===== src/rtl/uart_tx_frame.sv =====
// UART frame serializer: start bit, DATA_WIDTH payload bits LSB first, optional parity, one or two stop bits.
// Latency: the start bit appears on TX_OUT in the cycle after the accepting edge; one bit per CLK.
// Backpressure: requests are taken only in IDLE; DATA_VALID and all inputs are ignored while BUSY.
// Optional feature: define UART_TX_MARK_SPACE_EN to enable the space/mark parity modes.
module uart_tx_frame #(
   parameter int DATA_WIDTH = 8
) (
   input  logic                  CLK,
   input  logic                  RST,
   input  logic [DATA_WIDTH-1:0] P_DATA,
   input  logic                  DATA_VALID,
   input  logic                  PAR_EN,
   input  logic [1:0]            PAR_TYP,
   input  logic                  STOP2,
   output logic                  TX_OUT,
   output logic                  BUSY,
   output logic                  PAR_BIT
);

   localparam int CW = (DATA_WIDTH > 1) ? $clog2(DATA_WIDTH) : 1;
   localparam logic [CW-1:0] LAST_BIT = CW'(DATA_WIDTH - 1);

   typedef enum logic [2:0] {
      IDLE   = 3'd0,
      START  = 3'd1,
      DATA   = 3'd2,
      PARITY = 3'd3,
      STOP   = 3'd4
   } state_t;

   state_t                state, state_nxt;
   logic [DATA_WIDTH-1:0] data_q, data_nxt;
   logic                  par_en_q, par_en_nxt;
   logic                  stop2_q, stop2_nxt;
   logic                  par_bit_nxt;
   logic                  tx_nxt;
   logic                  busy_nxt;
   logic [CW-1:0]         bit_cnt, bit_cnt_nxt;
   logic                  stop_cnt, stop_cnt_nxt;
   logic [1:0]            par_sel;
   logic                  par_calc;

   // Parity of the incoming payload for the requested mode; without the
   // mark/space option only the odd/even selector bit is honoured.
   always_comb begin
`ifdef UART_TX_MARK_SPACE_EN
      par_sel = PAR_TYP;
`else
      par_sel = PAR_TYP & 2'b01;
`endif
      case (par_sel)
         2'b00:   par_calc = ^P_DATA;
         2'b01:   par_calc = ~^P_DATA;
         2'b10:   par_calc = 1'b0;
         default: par_calc = 1'b1;
      endcase
   end

   // Next-state and next-output logic; TX_OUT is computed one cycle ahead so it leaves a flop.
   always_comb begin
      state_nxt    = state;
      data_nxt     = data_q;
      par_en_nxt   = par_en_q;
      stop2_nxt    = stop2_q;
      par_bit_nxt  = PAR_BIT;
      bit_cnt_nxt  = bit_cnt;
      stop_cnt_nxt = stop_cnt;
      tx_nxt       = 1'b1;
      case (state)
         IDLE: begin
            if (DATA_VALID) begin
               state_nxt   = START;
               data_nxt    = P_DATA;
               par_en_nxt  = PAR_EN;
               stop2_nxt   = STOP2;
               par_bit_nxt = par_calc;
               tx_nxt      = 1'b0;
            end
         end
         START: begin
            // Payload is shifted out of data_q so bit 0 is always the next to send.
            state_nxt   = DATA;
            tx_nxt      = data_q[0];
            data_nxt    = data_q >> 1;
            bit_cnt_nxt = '0;
         end
         DATA: begin
            if (bit_cnt == LAST_BIT) begin
               bit_cnt_nxt  = '0;
               stop_cnt_nxt = 1'b0;
               if (par_en_q) begin
                  state_nxt = PARITY;
                  tx_nxt    = PAR_BIT;
               end else begin
                  state_nxt = STOP;
                  tx_nxt    = 1'b1;
               end
            end else begin
               bit_cnt_nxt = bit_cnt + 1'b1;
               tx_nxt      = data_q[0];
               data_nxt    = data_q >> 1;
            end
         end
         PARITY: begin
            state_nxt    = STOP;
            stop_cnt_nxt = 1'b0;
         end
         STOP: begin
            if (stop2_q && !stop_cnt) begin
               stop_cnt_nxt = 1'b1;
            end else begin
               stop_cnt_nxt = 1'b0;
               state_nxt    = IDLE;
            end
         end
         default: state_nxt = IDLE;
      endcase
      busy_nxt = (state_nxt != IDLE);
   end

   // State, latched frame parameters and registered outputs; reset aborts any frame at once.
   always_ff @(posedge CLK or negedge RST) begin
      if (!RST) begin
         state    <= IDLE;
         data_q   <= '0;
         par_en_q <= 1'b0;
         stop2_q  <= 1'b0;
         PAR_BIT  <= 1'b0;
         bit_cnt  <= '0;
         stop_cnt <= 1'b0;
         TX_OUT   <= 1'b1;
         BUSY     <= 1'b0;
      end else begin
         state    <= state_nxt;
         data_q   <= data_nxt;
         par_en_q <= par_en_nxt;
         stop2_q  <= stop2_nxt;
         PAR_BIT  <= par_bit_nxt;
         bit_cnt  <= bit_cnt_nxt;
         stop_cnt <= stop_cnt_nxt;
         TX_OUT   <= tx_nxt;
         BUSY     <= busy_nxt;
      end
   end

endmodule


===== config.mk =====
export PLATFORM = sky130hd
export DESIGN_NAME = uart_tx_frame
export DESIGN_NICKNAME = d
export VERILOG_FILES = /design/src/rtl/uart_tx_frame.sv
export SDC_FILE = /design/constraint.sdc
export NUM_CORES = 1
export LEC_CHECK = 0
export BUFFER_PORTS_ARGS = -buffer_cell sky130_fd_sc_hd__buf_2
export CAP_MARGIN = 20
export CORE_MARGIN = 5
export CORE_UTILIZATION = 45
export CTS_BUF_LIST = sky130_fd_sc_hd__clkbuf_16
export CTS_CLUSTER_SIZE = 40
export DETAILED_ROUTE_END_ITERATION = 8
export GPL_TIMING_DRIVEN = 0
export PLACE_DENSITY = 0.66
export SYNTH_ARGS = -nofsm -noshare
export SYNTH_HDL_FRONTEND = slang
export SYNTH_SLANG_ARGS = --single-unit

===== constraint.sdc =====
create_clock -name CLK -period 2.3 [get_ports CLK]
set_clock_uncertainty 0.1 [all_clocks]
set_input_delay 0.345 -clock CLK [delete_from_list [all_inputs] [get_ports CLK]]
set_output_delay 0.345 -clock CLK [all_outputs]
set_load 0.1 [all_outputs]

==> results.json <==
{
  "antennaDiodeCount": 0,
  "final_hold_vio_count": 0,
  "worst_setup_path_start_kind": "flip-flop",
  "tritoncts": "yes",
  "grt_util_all_layers": 0.1432,
  "synthesis.area_per_instance_sq_um": 10.20,
  "pin_count": 18,
  "timing.setup.critical_path_class": "flip-flop to flip-flop",
  "grt_overflow_total": 0,
  "post_synth_inst_count": 107,
  "synth_ff_type": "sky130_fd_sc_hd__dfrtp_1",
  "async_reset_ff_frac": 1.000,
  "synth-edff-count": 0,
  "status": "finished, final reports clean",
  "core_area_sq_um": 2255,
  "globalplace.congestion": 0.7893,
  "cpMostUsedCell": "sky130_fd_sc_hd__ha_1",
  "crit_arrival_ns": 2.19,
  "ctsRootBufferMaster": "sky130_fd_sc_hd__clkbuf_16",
  "synth.yosys.warnings": 0,
  "ctsResizeCount": 0,
  "ir_drop_mv": 0.9323,
  "syn_to_final_growth_pct": 18.69,
  "n_fill_cell": 208,
  "fp-row-count": 17,
  "post_drt_via_cell_ratio": 5.423,
  "grt_max_degree": 21,
  "power_switching_share": 0.4308,
  "critPathCaptureType": "flip-flop",
  "pwr-share-seq": 0.318,
  "p_clk_frac": 0.175,
  "final_period_minus_worst_setup_slack_ns": 2.159,
  "drtAntennaViolNets": 0,
  "dieHeight_um": 59.24,
  "timing.slew.headroom": 0.6776,
  "leakagePower_nw": 0.5846,
  "drt_first_iter_violations": 25,
  "timing.critical_path.cells": "ha_1, ha_1, or3b_1, a21oi_4, mux2_2",
  "start_util": 0.4839,
  "timing.rr.end": "data_q[7]$_DFFE_PN0P_",
  "measured_slew_at_the_worst_slew_check_pin_ns": 0.4869,
  "ys_seq_area_frac": 0.4599,
  "worstSetupStartpoint": "bit_cnt[0]$_DFFE_PN0P_",
  "dr_total_vias": 846,
  "period_utilization": 0.9388,
  "cts.sinks": 20,
  "holdBufCountCts": 1,
  "combPwrFrac": 0.506,
  "hold_path.class": "input pin to flip-flop",
  "grt_setup_unrepaired": "false",
  "dp.final_hpwl_um": 1557,
  "crit_path_top_delay_cell": "sky130_fd_sc_hd__or3b_1",
  "net-switching-power_mw": 0.8693,
  "nNetsFinal": 146,
  "rr_startpoint": "bit_cnt[0]$_DFFE_PN0P_",
  "first_pass_grt_wire_length_um": 3746,
  "synth.ff_latch_count": 20,
  "worst_hold_startpoint": "STOP2",
  "slowest_delay_ns": 0.43,
  "timing.hold.worst_endpoint": "stop2_q$_DFFE_PN0P_",
  "cts_inserted_buffers": 3,
  "portBuffers": 16,
  "timing_max_transition_violations_final": 0,
  "regToRegSetupSlack_ns": 0.14,
  "power_total_mw": 2.018,
  "drt_first_pass_iters": 4,
  "cp.required_ns": 2.33,
  "fin_tns_setup_ns": 0,
  "register_area_sq_um": 501.7,
  "min_path_cells": 2,
  "crit_path_max_fanout": 7,
  "syn-cell-area_sq_um": 1091,
  "antenna_found_initial": 0,
  "layout-drive-gt1-share": 0.2344,
  "endpoints_failing_setup": 0,
  "power-per-cell-area_nw_per_um2": 1558,
  "postCtsSetupRepairBufs": 0,
  "htreeDepth": 1,
  "first_global_vias": 827,
  "design.die.area_sq_um": 3509,
  "path_depth_of_the_worst_reg2reg_path": 5,
  "worst_setup_hold_path_clk_slew_ns": 0.05,
  "footprint_of_the_multi_input_gates_sq_um": 554.3,
  "wl_um": 2114,
  "max_freq_ghz": 0.4632,
  "synth_cell_type_count": 32,
  "clock_path_buffers": 2,
  "p_int_mw": 1.149,
  "synthesis.nets": 124,
  "maxCapViolations": 0,
  "clk-insertion-delay-late_ns": 0.25,
  "die_w_um": 59.24,
  "drc_errors": 0,
  "post_drt_wl_per_cell_um": 13.55
}
[power by group through the flow]
stage	clock network, mW	logic [mW]	registers [mW]
floorplan	0	0.679	0.797
global placement	0	0.999	0.636
detailed placement	0	1.02	0.645
CTS	0.365	1.03	0.640
global route	0.386	1.12	0.664
finish	0.354	1.02	0.643
[cell usage in the layout, fill, tap and decap left out, types with 2 or more instances in the layout]
cell type / n
sky130_fd_sc_hd__xor2_1: 2
sky130_fd_sc_hd__mux2_2: 3
sky130_fd_sc_hd__nand3_1: 3
sky130_fd_sc_hd__mux2i_1: 7
sky130_fd_sc_hd__a21oi_2: 3
sky130_fd_sc_hd__a21oi_1: 9
sky130_fd_sc_hd__nor2_1: 11
sky130_fd_sc_hd__o21ai_0: 8
sky130_fd_sc_hd__clkbuf_1: 2
sky130_fd_sc_hd__o21bai_1: 2
sky130_fd_sc_hd__buf_2: 17
sky130_fd_sc_hd__nor2b_1: 2
sky130_fd_sc_hd__inv_1: 4
sky130_fd_sc_hd__nand2b_1: 3
sky130_fd_sc_hd__xnor2_1: 4
sky130_fd_sc_hd__dfrtp_1: 19
sky130_fd_sc_hd__nand2_1: 8
sky130_fd_sc_hd__ha_1: 2
sky130_fd_sc_hd__a21oi_4: 2
sky130_fd_sc_hd__clkbuf_16: 3
[cell type report]
class	count	share of cell area
Buffer	4	0.01836
Clock buffer	3	0.05797
Inverter	3	0.008696
Multi-Input combinational cell	80	0.4280
Sequential cell	20	0.3874
Tap cell	28	0.02705
Timing Repair Buffer	17	0.06957
Clock inverter	1	0.002899
[per-layer routing]
metal  vias up  GRT usage  routed length [um]
met5         -          0                   0
met1       399     0.1792                 980
li1        417          -                   -
met3         5    0.05447                 141
met2        25     0.2122                 952
met4         0    0.07443                  40
[flip-flops by register name, indices dropped and copies added (netlist names)]
name,cells
PAR_BIT,1
stop_cnt,1
BUSY,1
bit_cnt,3
par_en_q,1
stop2_q,1
TX_OUT,1
state,3
data_q,8
[Yosys cell counts (3+ instances only)]
library cell / n / area, sq um
sky130_fd_sc_hd__o21ai_0: 8 / 40.04
sky130_fd_sc_hd__mux2i_1: 7 / 70.07
sky130_fd_sc_hd__xnor2_1: 4 / 35.03
sky130_fd_sc_hd__inv_1: 3 / 11.26
sky130_fd_sc_hd__mux2_2: 3 / 33.78
sky130_fd_sc_hd__nand3_1: 3 / 15.01
sky130_fd_sc_hd__nor2_1: 11 / 41.29
sky130_fd_sc_hd__nand2b_1: 3 / 18.77
sky130_fd_sc_hd__a21oi_1: 9 / 45.04
sky130_fd_sc_hd__dfrtp_1: 19 / 475.5
sky130_fd_sc_hd__nand2_1: 8 / 30.03
sky130_fd_sc_hd__a21oi_2: 3 / 26.28
[worst max path at each step]
| stage | end | depth (start not counted) |
|---|---|---|
| global placement | data_q[7]$_DFFE_PN0P_ | 5 |
| global route | data_q[7]$_DFFE_PN0P_ | 5 |
| floorplan | data_q[7]$_DFFE_PN0P_ | 5 |
| detailed placement | data_q[7]$_DFFE_PN0P_ | 5 |
| CTS | data_q[7]$_DFFE_PN0P_ | 5 |
| finish | data_q[7]$_DFFE_PN0P_ | 5 |
[critical path: cells and delay by family, from the launching register on]
kind                     cells  cell delay (ns)
adder cells (fa/ha/maj)      2             0.48
AND/OR/NAND/NOR              1             0.43
flip-flops                   1             0.40
multiplexers                 1             0.37
AO/OA/AOI/OAI                1             0.26
[kinds of logic after synthesis]
family | after synthesis | share of synthesized area
flip-flops | 20 | 0.4599
XOR/XNOR | 7 | 0.06881
AO/OA/AOI/OAI | 28 | 0.1732
AND/OR/NAND/NOR | 33 | 0.1479
multiplexers | 10 | 0.09518
buffers and inverters | 7 | 0.03211
adder cells (fa/ha/maj) | 2 | 0.02293
[through the flow]
stage	worst slack, ns	hold WS [ns]	utilization	instance area, sq um	std cells
after global placement	0.1765	0.2138	0.5350	1206	151
final	0.1409	0.2238	0.5744	1295	156
after global routing	0.08249	0.2270	0.5744	1295	156
after CTS	0.1518	0.2206	0.5744	1295	156
after detailed placement	0.1652	0.2180	0.5350	1206	151
after floorplan	0.3003	-0.05059	-	1091	107
No activity file was read; power rests on OpenSTA's default activity.
